<file path="config.mk">
export PLATFORM = sky130hd
export DESIGN_NAME = pc_sequencer_flat
export DESIGN_NICKNAME = d
export VERILOG_FILES = /design/src/rtl/pc_sequencer_pkg.sv /design/src/rtl/pc_sequencer_if.sv /design/src/rtl/pc_sequencer_next_pc_unit.sv /design/src/rtl/pc_sequencer.sv /design/src/flat_wrapper.sv
export SDC_FILE = /design/constraint.sdc
export NUM_CORES = 1
export LEC_CHECK = 0
export CORE_ASPECT_RATIO = 1.25
export CORE_MARGIN = 10
export CORE_UTILIZATION = 50
export CTS_BUF_LIST = sky130_fd_sc_hd__clkbuf_8 sky130_fd_sc_hd__clkbuf_16
export CTS_CLUSTER_DIAMETER = 80
export CTS_CLUSTER_SIZE = 25
export DETAILED_ROUTE_END_ITERATION = 12
export PLACE_DENSITY = 0.85
export SLEW_MARGIN = 20
export SYNTH_ARGS = -nofsm -noshare
export SYNTH_HDL_FRONTEND = slang
export SYNTH_SLANG_ARGS = --single-unit
</file>
<file path="constraint.sdc">
create_clock -name clk -period 3.9 [get_ports clk]
set_input_delay 1.17 -clock clk [delete_from_list [all_inputs] [get_ports clk]]
set_output_delay 1.17 -clock clk [all_outputs]
set_load 0.005 [all_outputs]
</file>
<file path="src/rtl/pc_sequencer_pkg.sv">
// Shared definitions for the multi-cycle PC sequencer: phase encodings,
// default vectors and the next-PC source selector.
package pc_sequencer_pkg;

    // One-hot phase encodings; HALT is the all-zero word so that every
    // datapath unit qualifying on a single bit sees itself as idle.
    localparam logic [5:0] STATE_FETCH   = 6'b000001;
    localparam logic [5:0] STATE_DECODE  = 6'b000010;
    localparam logic [5:0] STATE_EXECUTE = 6'b000100;
    localparam logic [5:0] STATE_MEM     = 6'b001000;
    localparam logic [5:0] STATE_WB      = 6'b010000;
    localparam logic [5:0] STATE_PCUPD   = 6'b100000;
    localparam logic [5:0] STATE_HALT    = 6'b000000;

    typedef enum logic [5:0] {
        ST_FETCH   = STATE_FETCH,
        ST_DECODE  = STATE_DECODE,
        ST_EXECUTE = STATE_EXECUTE,
        ST_MEM     = STATE_MEM,
        ST_WB      = STATE_WB,
        ST_PCUPD   = STATE_PCUPD,
        ST_HALT    = STATE_HALT
    } seq_state_e;

    localparam logic [31:0] DEFAULT_RESET_VECTOR = 32'h0000_0000;
    localparam logic [31:0] DEFAULT_EXC_VECTOR   = 32'h8000_0180;

    typedef enum logic [1:0] {
        NPC_SEQ = 2'd0,
        NPC_BR  = 2'd1,
        NPC_J   = 2'd2,
        NPC_JR  = 2'd3
    } next_pc_sel_e;

    // Sign-extended word offset converted to a byte displacement.
    function automatic logic [31:0] branch_disp(input logic [15:0] off);
        return {{14{off[15]}}, off, 2'b00};
    endfunction

endpackage

</file>
<file path="src/rtl/pc_sequencer_if.sv">
// Bus between the sequencer and the decoder / PC unit / memories.
// The sequencer side takes the master modport.
interface pc_sequencer_if;

    // memory handshake
    logic        imem_ready;
    logic        dmem_ready;
    logic        fetch_req;
    logic        mem_req;

    // decoded instruction attributes
    logic        needs_mem;
    logic        needs_wb;
    logic        is_branch;
    logic        branch_taken;
    logic        is_jump;
    logic        is_jr;
    logic [15:0] branch_off;
    logic [25:0] jump_tgt;
    logic [31:0] jr_tgt;
    logic        halt;

    // sequencer outputs
    logic [5:0]  state;
    logic [31:0] pc_in;
    logic        pc_enable;
    logic [31:0] pc_plus4;
    logic        halted;
    logic        misalign;
    logic [31:0] retired;

    modport master (
        input  imem_ready, dmem_ready,
        input  needs_mem, needs_wb, is_branch, branch_taken, is_jump, is_jr,
        input  branch_off, jump_tgt, jr_tgt, halt,
        output fetch_req, mem_req,
        output state, pc_in, pc_enable, pc_plus4, halted, misalign, retired
    );

    modport slave (
        output imem_ready, dmem_ready,
        output needs_mem, needs_wb, is_branch, branch_taken, is_jump, is_jr,
        output branch_off, jump_tgt, jr_tgt, halt,
        input  fetch_req, mem_req,
        input  state, pc_in, pc_enable, pc_plus4, halted, misalign, retired
    );

endinterface

</file>
<file path="src/rtl/pc_sequencer_next_pc_unit.sv">
// Combinational next-PC selection: picks the target source by priority,
// forms branch/jump addresses and substitutes the exception vector for
// any target that is not word aligned.
module pc_sequencer_next_pc_unit
    import pc_sequencer_pkg::*;
#(
    parameter logic [31:0] EXC_VECTOR = DEFAULT_EXC_VECTOR
) (
    input  logic [31:0] pc_plus4_i,
    input  logic        is_jr_i,
    input  logic        is_jump_i,
    input  logic        is_branch_i,
    input  logic        branch_taken_i,
    input  logic [15:0] branch_off_i,
    input  logic [25:0] jump_tgt_i,
    input  logic [31:0] jr_tgt_i,
    output logic [31:0] target_o,
    output logic        misalign_o
);

    next_pc_sel_e sel;
    logic [31:0]  raw_target;

    // Priority select jr > jump > taken branch > sequential, then alignment check.
    always_comb begin
        sel        = NPC_SEQ;
        raw_target = pc_plus4_i;
        if (is_jr_i) begin
            sel = NPC_JR;
        end else if (is_jump_i) begin
            sel = NPC_J;
        end else if (is_branch_i && branch_taken_i) begin
            sel = NPC_BR;
        end

        case (sel)
            NPC_JR:  raw_target = jr_tgt_i;
            NPC_J:   raw_target = {pc_plus4_i[31:28], jump_tgt_i, 2'b00};
            NPC_BR:  raw_target = pc_plus4_i + branch_disp(branch_off_i);
            default: raw_target = pc_plus4_i;
        endcase

        // Branch and jump targets are aligned by construction, so in practice
        // only a register-sourced jr target can trip this.
        misalign_o = |raw_target[1:0];
        target_o   = misalign_o ? EXC_VECTOR : raw_target;
    end

endmodule

</file>
<file path="src/rtl/pc_sequencer.sv">
// Multi-cycle control sequencer for the non-pipelined core. Owns the
// architectural PC, the one-hot phase bus, the retired-instruction counter
// and the memory request strobes.
module pc_sequencer
    import pc_sequencer_pkg::*;
#(
    parameter logic [31:0] RESET_VECTOR = DEFAULT_RESET_VECTOR,
    parameter logic [31:0] EXC_VECTOR   = DEFAULT_EXC_VECTOR
) (
    input  logic             clk,
    input  logic             reset,
    pc_sequencer_if.master   bus
);

    seq_state_e  state_q, state_d;
    logic [31:0] pc_q, pc_d;
    logic [31:0] npc_q, npc_d;
    logic [31:0] retired_q, retired_d;
    logic        misalign_q, misalign_d;

    logic [31:0] pc_plus4;
    logic [31:0] target;
    logic        target_misalign;

    assign pc_plus4 = pc_q + 32'd4;

    pc_sequencer_next_pc_unit #(
        .EXC_VECTOR (EXC_VECTOR)
    ) u_next_pc (
        .pc_plus4_i     (pc_plus4),
        .is_jr_i        (bus.is_jr),
        .is_jump_i      (bus.is_jump),
        .is_branch_i    (bus.is_branch),
        .branch_taken_i (bus.branch_taken),
        .branch_off_i   (bus.branch_off),
        .jump_tgt_i     (bus.jump_tgt),
        .jr_tgt_i       (bus.jr_tgt),
        .target_o       (target),
        .misalign_o     (target_misalign)
    );

    // Next-state logic: phase transitions, next-PC capture and PC commit.
    always_comb begin
        state_d    = state_q;
        pc_d       = pc_q;
        npc_d      = npc_q;
        retired_d  = retired_q;
        misalign_d = 1'b0;

        case (state_q)
            ST_FETCH: begin
                if (bus.imem_ready) begin
                    state_d = ST_DECODE;
                end
            end
            ST_DECODE: begin
                state_d = ST_EXECUTE;
            end
            ST_EXECUTE: begin
                npc_d      = target;
                misalign_d = target_misalign;
                if (bus.needs_mem) begin
                    state_d = ST_MEM;
                end else if (bus.needs_wb) begin
                    state_d = ST_WB;
                end else begin
                    state_d = ST_PCUPD;
                end
            end
            ST_MEM: begin
                if (bus.dmem_ready) begin
                    state_d = bus.needs_wb ? ST_WB : ST_PCUPD;
                end
            end
            ST_WB: begin
                state_d = ST_PCUPD;
            end
            ST_PCUPD: begin
                pc_d      = npc_q;
                retired_d = retired_q + 32'd1;
                state_d   = bus.halt ? ST_HALT : ST_FETCH;
            end
            ST_HALT: begin
                state_d = ST_HALT;
            end
            default: begin
                // Corrupted encodings restart the instruction at the current PC.
                state_d = ST_FETCH;
            end
        endcase
    end

    // State and datapath registers with synchronous active-low reset.
    always_ff @(posedge clk) begin
        if (!reset) begin
            state_q    <= ST_FETCH;
            pc_q       <= RESET_VECTOR;
            npc_q      <= RESET_VECTOR + 32'd4;
            retired_q  <= 32'd0;
            misalign_q <= 1'b0;
        end else begin
            state_q    <= state_d;
            pc_q       <= pc_d;
            npc_q      <= npc_d;
            retired_q  <= retired_d;
            misalign_q <= misalign_d;
        end
    end

    // Outputs decode directly from registered state, so they are glitch-free.
    assign bus.state     = state_q;
    assign bus.pc_in     = pc_q;
    assign bus.pc_plus4  = pc_plus4;
    assign bus.pc_enable = (state_q == ST_FETCH);
    assign bus.fetch_req = (state_q == ST_FETCH);
    assign bus.mem_req   = (state_q == ST_MEM);
    assign bus.halted    = (state_q == ST_HALT);
    assign bus.misalign  = misalign_q;
    assign bus.retired   = retired_q;

endmodule

</file>
<file path="src/flat_wrapper.sv">
// flat-port wrapper written by rule: the top's interface ports become plain ports
module pc_sequencer_flat import pc_sequencer_pkg::*;
#(
    parameter logic [31:0] RESET_VECTOR = DEFAULT_RESET_VECTOR,
    parameter logic [31:0] EXC_VECTOR   = DEFAULT_EXC_VECTOR
)
  (clk, reset, bus_imem_ready, bus_dmem_ready, bus_needs_mem, bus_needs_wb, bus_is_branch, bus_branch_taken, bus_is_jump, bus_is_jr, bus_branch_off, bus_jump_tgt, bus_jr_tgt, bus_halt, bus_fetch_req, bus_mem_req, bus_state, bus_pc_in, bus_pc_enable, bus_pc_plus4, bus_halted, bus_misalign, bus_retired);
  pc_sequencer_if bus_i ();
  input  logic clk;
  input  logic reset;
  input wire logic [$bits(bus_i.imem_ready)-1:0] bus_imem_ready;
  input wire logic [$bits(bus_i.dmem_ready)-1:0] bus_dmem_ready;
  input wire logic [$bits(bus_i.needs_mem)-1:0] bus_needs_mem;
  input wire logic [$bits(bus_i.needs_wb)-1:0] bus_needs_wb;
  input wire logic [$bits(bus_i.is_branch)-1:0] bus_is_branch;
  input wire logic [$bits(bus_i.branch_taken)-1:0] bus_branch_taken;
  input wire logic [$bits(bus_i.is_jump)-1:0] bus_is_jump;
  input wire logic [$bits(bus_i.is_jr)-1:0] bus_is_jr;
  input wire logic [$bits(bus_i.branch_off)-1:0] bus_branch_off;
  input wire logic [$bits(bus_i.jump_tgt)-1:0] bus_jump_tgt;
  input wire logic [$bits(bus_i.jr_tgt)-1:0] bus_jr_tgt;
  input wire logic [$bits(bus_i.halt)-1:0] bus_halt;
  output wire logic [$bits(bus_i.fetch_req)-1:0] bus_fetch_req;
  output wire logic [$bits(bus_i.mem_req)-1:0] bus_mem_req;
  output wire logic [$bits(bus_i.state)-1:0] bus_state;
  output wire logic [$bits(bus_i.pc_in)-1:0] bus_pc_in;
  output wire logic [$bits(bus_i.pc_enable)-1:0] bus_pc_enable;
  output wire logic [$bits(bus_i.pc_plus4)-1:0] bus_pc_plus4;
  output wire logic [$bits(bus_i.halted)-1:0] bus_halted;
  output wire logic [$bits(bus_i.misalign)-1:0] bus_misalign;
  output wire logic [$bits(bus_i.retired)-1:0] bus_retired;
  assign bus_i.imem_ready = bus_imem_ready;
  assign bus_i.dmem_ready = bus_dmem_ready;
  assign bus_i.needs_mem = bus_needs_mem;
  assign bus_i.needs_wb = bus_needs_wb;
  assign bus_i.is_branch = bus_is_branch;
  assign bus_i.branch_taken = bus_branch_taken;
  assign bus_i.is_jump = bus_is_jump;
  assign bus_i.is_jr = bus_is_jr;
  assign bus_i.branch_off = bus_branch_off;
  assign bus_i.jump_tgt = bus_jump_tgt;
  assign bus_i.jr_tgt = bus_jr_tgt;
  assign bus_i.halt = bus_halt;
  assign bus_fetch_req = bus_i.fetch_req;
  assign bus_mem_req = bus_i.mem_req;
  assign bus_state = bus_i.state;
  assign bus_pc_in = bus_i.pc_in;
  assign bus_pc_enable = bus_i.pc_enable;
  assign bus_pc_plus4 = bus_i.pc_plus4;
  assign bus_halted = bus_i.halted;
  assign bus_misalign = bus_i.misalign;
  assign bus_retired = bus_i.retired;
  pc_sequencer #(.RESET_VECTOR(RESET_VECTOR), .EXC_VECTOR(EXC_VECTOR)) u_core (.clk(clk), .reset(reset), .bus(bus_i));
endmodule
</file>
==> run_results.csv, run 1 <==
group,metric,value,unit
layout,final_area,9881,um2
worst_setup_path,path_class,"reg -> out",
timing,fin_crit,3866,ps
clock_tree,clock_latency,360,ps
clock_tree,cts-buffers-inserted,9,
floorplan,start_util,51.30,%
timing,hold-worst-slack,445.6,ps
logic_synthesis,synth-main-ff-cell,"dfxtp_1",
clock_tree,clock-sinks,103,
layout,layout_commonest_cell,"clkdlybuf4s50_1",
floorplan,rows,48,
grt,grt_usage,26.68,%
timing,finalSetupTns,0,ps
logic_synthesis,synthArstFlopShare,0,%
pwr,power_frac_seq,45.7,%
clock_tree,htreeDepth,3,
timing,slew_headroom,41.33,%
layout,syn_to_final_growth,38.23,%
timing,setup_violations,0,
pwr,finalPower,0.002317,W
logic_synthesis,synth_cell_type_count,76,
worst_setup_path,cp_top_family,"simple AND/OR/NAND/NOR gates",
detailed_routing,drtPass1Iterations,5,
timing,tightestPinTransition,880.1,ps
worst_setup_path,reg2regPathDepth,12,
worst_setup_path,endpoint,"bus_pc_plus4[17]",
floorplan,dieArea,19510,um2
worst_setup_path,cp_num_cells,6,
detailed_routing,ant_nets,0,
detailed_routing,route.vias.total,8258,
clock_tree,clock_path_buffers,2,
pwr,power.leakage,3.864,nW
worst_setup_path,startpoint_type,"register",
logic_synthesis,synth_fp_nets,1083,
layout,nets,1289,
min_path,hp-class,"reg -> reg",
placement,place.gp.congestion,1.035,
worst_setup_path,critPathMaxStageDelay,490,ps
worst_setup_path,cp.arrival,2700,ps
timing,hold_violations,0,
logic_synthesis,synth_edf_count,0,
job,maxCapViolCount,0,
detailed_routing,drt-vias-per-instance,6.135,
timing,fin_crit_sh,99.13,%
worst_setup_path,r2r_end,"u_core.npc_q[28]$_SDFFE_PN0N_",
logic_synthesis,synth_cells,960,
timing,clock_skew,9.018,ps
layout,antenna_cells,0,
floorplan,core,13930,um2
placement,place.port_buffers,191,
logic_synthesis,synth_area,7148,um2
pwr,power.switching,0.0006055,W
pwr,pwr-share-comb,13.8,%
layout,final_cell_mix,"clkdlybuf4s50_1 (189), nand2_1 (154), a21oi_1 (94), dfxtp_1 (91), nor2_1 (88)",
timing,clock.fmax,258.7,MHz
worst_setup_path,crit_fanout,6,
worst_setup_path,crit_required,2730,ps
floorplan,fp.dieW,126.9,um
worst_setup_path,startpoint,"u_core.bus.pc_in[6]$_SDFFE_PN0N_",
worst_setup_path,cp-end-kind,"output pin",
pwr,p_per_area,234.5,nW/um2
logic_synthesis,ys_ff_latch,103,
run_status,status,"finished clean",
timing,maxSlewViolCount,0,
placement,place_area,9473,um2
detailed_routing,wire_per_inst,20.40,um
grt,grt_overflow_total,0,
layout,drive_above_1_share,9.735,%
worst_setup_path,worst-path-buf-inv,2,
pwr,switching_share,26.13,%
grt,grt_start_max_net_pins,79,
grt,grt_first_pass_wirelength,42580,um
worst_setup_path,slowest_stage,"clkdlybuf4s50_1",
pwr,p_int,0.001711,W
placement,dpl.hpwl,20880,um
grt,antenna_found_initial,0,
worst_setup_path,reg2reg_from,"u_core.bus.pc_in[6]$_SDFFE_PN0N_",
timing,rsz0062_at_grt,"yes",
detailed_routing,totalWireLength,27460,um
detailed_routing,drtIter0Drc,859,
detailed_routing,route.detailed.drc,0,
floorplan,io_pins,192,
pwr,clockPowerShare,40.5,%
floorplan,fp.dieH,153.7,um
worst_setup_path,crit_chain,"and3_1 > nand4_1 > nor2_1 > xor2_2 > buf_4 > clkdlybuf4s50_1",
logic_synthesis,synth_area_per_cell,7.446,um2
worst_setup_path,r2r_slack,310,ps
clock_tree,clk_pin_slew,70,ps
clock_tree,cts_tree,"built",
grt,grt_pass1_vias,7972,
logic_synthesis,ys_seq_area_share,28.85,%
pwr,peakVddDrop,0.2441,mV
logic_synthesis,yosysWarnings,0,
clock_tree,cts-root-buf,"clkbuf_16",
-- flip-flops by register name, indices dropped and copies added (netlist names) --
name / count
u_core.bus.pc_in: 32
u_core.bus.retired: 32
u_core.npc_q: 32
u_core.bus.state: 6
u_core.bus.misalign: 1
-- metal layers --
metal / part of all wire (%) / up-vias / GRT usage, % / routed length, um
met5: 0 / - / 0 / 0
met4: 3.8 / 0 / 12.11 / 1047
met3: 8.1 / 85 / 6.192 / 2232
met2: 50 / 411 / 45.54 / 13650
met1: 38 / 3903 / 30.76 / 10530
li1: - / 3859 / - / -
-- Yosys cell counts (all sizes together), types with 8 or more instances --
| library cell | number | area share [%] |
|---|---|---|
| a221oi | 11 | 1.4 |
| nand3 | 37 | 2.7 |
| dfxtp | 103 | 29 |
| xor2 | 44 | 5.4 |
| a21o | 22 | 2.3 |
| clkbuf | 44 | 2.3 |
| a21oi | 94 | 6.6 |
| nor3 | 24 | 2.0 |
| ha | 37 | 6.5 |
| inv | 19 | 1.0 |
| buf | 8 | 0.65 |
| o21a | 8 | 0.84 |
| and3 | 17 | 1.5 |
| xnor2 | 30 | 3.8 |
| nand2 | 154 | 8.1 |
| o21ai | 68 | 4.8 |
| nor2 | 89 | 4.7 |
| o211ai | 14 | 1.5 |
| nand4 | 19 | 2.0 |
| or3 | 10 | 1.0 |
-- worst reg2reg max path: cells and delay by family (launching register included) --
family / cells / cell delay, ps
and+or+nand+nor: 3 / 940
AOI/OAI and AO/OA: 6 / 1290
xor gates and xnor gates: 2 / 460
adders and majority gates: 1 / 360
DFF: 1 / 450
-- cell families (layout without fill, tap and decap cells) --
logic type	after synthesis	count (layout)	share of synthesized area, %
flops	103	103	28.85
xor+xnor	74	74	9.172
mux	3	3	0.4201
buf+inv	72	283	4.008
simple gates	390	390	26.20
compound gates	279	279	24.45
fa+ha+maj	39	39	6.897
-- worst min path at each step --
stage                                       start                                end  slack (ps)  cells past startpoint
floorplan           u_core.npc_q[12]$_SDFFE_PN0N_      u_core.npc_q[12]$_SDFFE_PN0N_         420                      2
global placement    u_core.npc_q[12]$_SDFFE_PN0N_      u_core.npc_q[12]$_SDFFE_PN0N_         440                      2
detailed placement  u_core.npc_q[31]$_SDFFE_PN0N_  u_core.bus.pc_in[31]$_SDFFE_PN0N_         440                      2
CTS                 u_core.npc_q[31]$_SDFFE_PN0N_  u_core.bus.pc_in[31]$_SDFFE_PN0N_         450                      2
global route         u_core.npc_q[7]$_SDFFE_PN0N_   u_core.bus.pc_in[7]$_SDFFE_PN0N_         470                      2
finish               u_core.npc_q[3]$_SDFFE_PN0N_   u_core.bus.pc_in[3]$_SDFFE_PN0N_         450                      2
-- metrics by stage --
stage | setup WS (ps) | util (%) | std cells
after floorplan | 569.4 | - | 960
after global placement | 35.79 | 67.99 | 1327
after detailed placement | -53.91 | 67.99 | 1327
after CTS | 4.307 | 70.36 | 1346
after global routing | -9.254 | 70.91 | 1346
final | 33.89 | 70.91 | 1346
-- cell type report --
cell class | instances | area, um2
fillers | 1158 | 4053
repair buffers | 247 | 2342
inverters | 20 | 75.07
multi-input cells | 785 | 4868
well taps | 175 | 219.0
flip-flops and latches | 103 | 2079
clock buffers | 9 | 225.2
clock inverters | 7 | 71.32
-- power by group through the flow --
stage	clock network, W	logic (W)	registers [W]
2_1_floorplan	0	0.000146	0.00108
3_3_place_gp	0	0.000307	0.00108
3_5_place_dp	0	0.000311	0.00108
4_1_cts	0.000935	0.000313	0.00106
5_1_grt	0.000974	0.000342	0.00106
6_report	0.000939	0.000319	0.00106
-- what timing repair did --
action                     CTS  global route
setup endpoints to repair   11            15
buffers inserted             3             0
cloned                       0             0
resized for setup            6            19
pin swaps                    2             1
hold buffers                 0             0
No activity file was read; power rests on OpenSTA's default activity.
==> run 2, diff against run 1 <==
==> constraint.sdc (replaced) <==
create_clock -name clk -period 3.9 [get_ports clk]
set_input_delay 1.17 -clock clk [delete_from_list [all_inputs] [get_ports clk]]
set_output_delay 1.17 -clock clk [all_outputs]
set_load 0.01 [all_outputs]
==> run_results.csv, run 2 (same netlist as run 1, synthesis figures left out) <==
group,metric,value,unit
run_status,status,"finished clean",
grt,grt_usage,26.86,%
clock_tree,cts-buffers-inserted,9,
min_path,hp-class,"reg -> reg",
grt,grt_overflow_total,0,
detailed_routing,drtPass1Iterations,5,
placement,dpl_worst_slack,30.23,ps
pwr,p_int,0.001724,W
pwr,power.leakage,3.916,nW
worst_setup_path,startpoint_type,"register",
layout,nets,1294,
layout,instances_no_fill,1350,
clock_tree,clk_pin_slew,70,ps
timing,fin_crit,3824,ps
detailed_routing,route.detailed.drc,0,
timing,fin_crit_sh,98.04,%
pwr,finalPower,0.002327,W
floorplan,io_pins,192,
placement,place_area,9515,um2
pwr,p_per_area,234.5,nW/um2
floorplan,start_util,51.30,%
clock_tree,cts_tree,"built",
timing,setup_violations,0,
detailed_routing,route.vias.total,8281,
clock_tree,clock_latency,360,ps
floorplan,dieArea,19510,um2
layout,syn_to_final_growth,38.84,%
detailed_routing,totalWireLength,27340,um
grt,grt_start_max_net_pins,79,
clock_tree,hold_buffers,0,
clock_tree,clock-sinks,103,
clock_tree,cts-root-buf,"clkbuf_16",
pwr,switching_share,25.92,%
floorplan,rows,48,
worst_setup_path,path_class,"reg -> out",
detailed_routing,ant_nets,0,
timing,hold_violations,0,
job,maxCapViolCount,0,
pwr,power_frac_seq,45.5,%
layout,final_area,9925,um2
floorplan,core,13930,um2
layout,final_cell_mix,"clkdlybuf4s50_1 (184), nand2_1 (154), dfxtp_1 (97), a21oi_1 (93), nor2_1 (88)",
clock_tree,htreeDepth,3,
placement,place.gp.congestion,1.026,
detailed_routing,drt-vias-per-instance,6.134,
layout,drive_above_1_share,9.532,%
placement,dp_cells,1331,
pwr,peakVddDrop,0.2168,mV
worst_setup_path,cp-end-kind,"output pin",
pwr,clockPowerShare,40.8,%
timing,maxSlewViolCount,0,
floorplan,fp.dieH,153.7,um
timing,timing.final.ws_setup,76.44,ps
pwr,power.switching,0.0006031,W
detailed_routing,wire_per_inst,20.25,um
worst_setup_path,crit_required,2730,ps
grt,antenna_found_initial,0,
pwr,pwr-share-comb,13.7,%
placement,dpl.hpwl,20680,um
placement,place.port_buffers,191,
worst_setup_path,cp.arrival,2650,ps
grt,grt_pass1_vias,8161,
layout,antenna_cells,0,
worst_setup_path,crit_fanout,8,
clock_tree,clock_path_buffers,2,
timing,clock_skew,9.467,ps
timing,slew_headroom,40.84,%
timing,tightestPinTransition,887.4,ps
floorplan,fp.dieW,126.9,um
timing,hold-worst-slack,447.1,ps
layout,layout_commonest_cell,"clkdlybuf4s50_1",
timing,clock.fmax,261.5,MHz
grt,grt_first_pass_wirelength,43150,um
detailed_routing,drtIter0Drc,894,
-- run 2: changes by cell type in the layout (fill, tap and decap cells not counted), moves of 4 or more --
cell,before,now
dfxtp_1,91,97
buf_4,55,59
dfxtp_2,11,6
dlygate4sd2_1,0,4
clkdlybuf4s50_1,189,184
-- run 2: what timing repair did --
action	in CTS	in global routing
gates resized for setup	9	15
endpoints found under the setup margin	9	15
setup buffers	2	2
pin swaps	2	2
-- run 2: power by group through the flow --
| stage | combinational (W) | sequential (W) | clock [W] |
|---|---|---|---|
| after detailed placement | 0.000311 | 0.00108 | 0 |
| after global placement | 0.000308 | 0.00108 | 0 |
| after floorplan | 0.000148 | 0.00108 | 0 |
| after global routing | 0.000341 | 0.00106 | 0.000992 |
| after CTS | 0.000313 | 0.00106 | 0.000947 |
| final | 0.000318 | 0.00106 | 0.000949 |
-- run 2: cell type report --
| cell class | count | area, um2 |
|---|---|---|
| multi-input combinational | 785 | 4876 |
| fill | 1129 | 4009 |
| timing repair buffer | 252 | 2390 |
| sequential | 103 | 2069 |
| clock buffer | 10 | 239.0 |
| tap | 175 | 219.0 |
| inverter | 20 | 75.07 |
| clock inverter | 5 | 56.30 |
-- run 2: through the flow --
step	utilization [%]	setup TNS, ps
global route	71.23	-24.51
finish	71.23	0
CTS	70.63	0
floorplan	-	0
global placement	68.29	0
detailed placement	68.29	0
-- run 2: per-layer routing --
layer  track usage [%]  vias to the layer above  part of all wire [%]  wire (um)
met5                 0                        -                     0          0
met3             4.919                       70                   9.6       2614
li1                  -                     3869                     -          -
met2             47.00                      451                    50      13620
met4             11.41                        0                   3.2        886
met1             31.09                     3891                    37      10220
-- run 2: worst paths after layout --
| check | slack, ps | start | cells after the start | endpoint |
|---|---|---|---|---|
| hold / removal | 450 | u_core.npc_q[24]$_SDFFE_PN0N_ | 2 | u_core.bus.pc_in[24]$_SDFFE_PN0N_ |
| setup reg to reg | 310 | u_core.bus.pc_in[9]$_SDFFE_PN0N_ | 13 | u_core.npc_q[30]$_SDFFE_PN0N_ |
| hold reg to reg | 450 | u_core.npc_q[24]$_SDFFE_PN0N_ | 2 | u_core.bus.pc_in[24]$_SDFFE_PN0N_ |
| setup / recovery | 80 | u_core.bus.pc_in[9]$_SDFFE_PN0N_ | 6 | bus_pc_plus4[22] |
-- run 2: worst max-delay path, cell delays in order (launching register included) --
cell and delay, ps:
dfxtp_1 410, and4_4 290, nand4_4 210, or2_1 340
nor2_4 210, xor2_4 240, clkdlybuf4s50_1 580
==> run 3, diff against run 2 <==
--- a/config.mk
+++ b/config.mk
@@ -13,6 +13,7 @@
 export CTS_CLUSTER_SIZE = 25
 export DETAILED_ROUTE_END_ITERATION = 12
 export PLACE_DENSITY = 0.85
+export SKIP_CTS_REPAIR_TIMING = 1
 export SLEW_MARGIN = 20
 export SYNTH_ARGS = -nofsm -noshare
 export SYNTH_HDL_FRONTEND = slang
==> run_results.csv, run 3 (same netlist as run 1, synthesis figures left out) <==
group,metric,value,unit
layout,drive_above_1_share,9.370,%
detailed_routing,route.vias.total,8326,
worst_setup_path,crit_chain,"and4_4 > nand4_4 > or2_1 > nor2_4 > xor2_2 > clkdlybuf4s50_1",
pwr,power.leakage,3.966,nW
grt,grt_start_max_net_pins,79,
clock_tree,clock-sinks,103,
clock_tree,cts-root-buf,"clkbuf_16",
detailed_routing,wire_per_inst,20.30,um
grt,grt_pass1_vias,8154,
timing,maxSlewViolCount,0,
grt,grt_usage,26.74,%
timing,fin_crit,3828,ps
placement,place.gp.congestion,1.026,
detailed_routing,route.detailed.drc,0,
timing,timing.final.ws_setup,71.84,ps
layout,regArea,2071,um2
floorplan,fp.dieW,126.9,um
grt,use_met2,46.82,%
worst_setup_path,cp-end-kind,"output pin",
grt,use_met1,30.81,%
detailed_routing,ant_nets,0,
floorplan,start_util,51.30,%
layout,layout_commonest_cell,"clkdlybuf4s50_1",
timing,hold_violations,0,
worst_setup_path,crit_fanout,8,
placement,dpl_worst_slack,30.23,ps
worst_setup_path,critPathMaxStageDelay,610,ps
clock_tree,clock_latency,360,ps
timing,clock.fmax,261.2,MHz
worst_setup_path,cp.arrival,2660,ps
timing,setup_violations,0,
timing,clock_skew,9.994,ps
min_path,hp-class,"reg -> reg",
grt,grt_first_pass_wirelength,42970,um
worst_setup_path,slowest_stage,"clkdlybuf4s50_1",
floorplan,dieArea,19510,um2
timing,fin_crit_sh,98.16,%
grt,use_met3,4.850,%
detailed_routing,totalWireLength,27390,um
job,maxCapViolCount,0,
detailed_routing,drt-vias-per-instance,6.172,
timing,hold-worst-slack,446.2,ps
pwr,peakVddDrop,0.2169,mV
clock_tree,cts-buffers-inserted,9,
grt,antenna_found_initial,0,
pwr,p_per_area,235.2,nW/um2
worst_setup_path,startpoint_type,"register",
timing,tightestPinTransition,892.4,ps
floorplan,rows,48,
clock_tree,clk_pin_slew,70,ps
layout,syn_to_final_growth,38.67,%
layout,multi_input_area,4855,um2
worst_setup_path,crit_required,2730,ps
clock_tree,htreeDepth,3,
detailed_routing,drtIter0Drc,828,
placement,dpl.hpwl,20680,um
grt,grt.busiest_layer,"met2",
run_status,status,"finished clean",
worst_setup_path,path_class,"reg -> out",
grt,grt_overflow_total,0,
floorplan,io_pins,192,
layout,n_fill_cell,1123,
placement,place.port_buffers,191,
detailed_routing,drtPass1Iterations,5,
clock_tree,cts_tree,"built",
timing,slew_headroom,40.51,%
floorplan,fp.dieH,153.7,um
layout,nets,1293,
floorplan,core,13930,um2
layout,final_cell_mix,"clkdlybuf4s50_1 (184), nand2_1 (154), dfxtp_1 (96), a21oi_1 (94), nor2_1 (88)",
clock_tree,clock_path_buffers,2,
layout,antenna_cells,0,
-- run 3: stage by stage --
stage	std cells	utilization (%)	setup TNS [ps]	total power (W)	instance area, um2
6_report	1349	71.14	0	0.002331	9912
2_1_floorplan	960	-	0	0.001232	7148
4_1_cts	1346	70.41	-1161	0.002319	9811
5_1_grt	1349	71.14	-9.423	0.002394	9912
3_3_place_gp	1331	68.29	0	0.001392	9515
3_5_place_dp	1331	68.29	0	0.001395	9515
-- run 3: layer usage --
| metal | vias to the layer above | routed length (um) |
|---|---|---|
| met5 | - | 0 |
| met4 | 0 | 981 |
| li1 | 3867 | - |
| met2 | 475 | 13490 |
| met1 | 3904 | 10380 |
| met3 | 80 | 2542 |
-- run 3: area by class of cell --
| type | instances | area share, % |
|---|---|---|
| multi-input combinational | 785 | 48.98 |
| timing repair buffer | 251 | 24.19 |
| sequential | 103 | 20.89 |
| clock buffer | 10 | 2.411 |
| tap | 175 | 2.209 |
| inverter | 20 | 0.7574 |
| clock inverter | 5 | 0.5680 |
-- run 3: critical path, delay by kind of cell (launching register included) --
kind / cells / cell delay [ps]
buffers and inverters: 1 / 610
DFF: 1 / 400
xor gates and xnor gates: 1 / 290
and+or+nand+nor: 4 / 1000
-- run 3: worst paths after layout --
kind                                  endpoint  slack [ps]                              start  cells after the start
min          u_core.bus.pc_in[24]$_SDFFE_PN0N_         450      u_core.npc_q[24]$_SDFFE_PN0N_                      2
max                           bus_pc_plus4[22]          70  u_core.bus.pc_in[10]$_SDFFE_PN0N_                      6
min reg2reg  u_core.bus.pc_in[24]$_SDFFE_PN0N_         450      u_core.npc_q[24]$_SDFFE_PN0N_                      2
max reg2reg      u_core.npc_q[27]$_SDFFE_PN0N_         260   u_core.bus.pc_in[2]$_SDFFE_PN0N_                     15
-- run 3: power by group --
group | total [W] | switching, W | internal [W]
registers | 0.00106 | 0.00000520 | 0.00105
clock network | 0.000953 | 0.000439 | 0.000514
logic | 0.000318 | 0.000163 | 0.000155
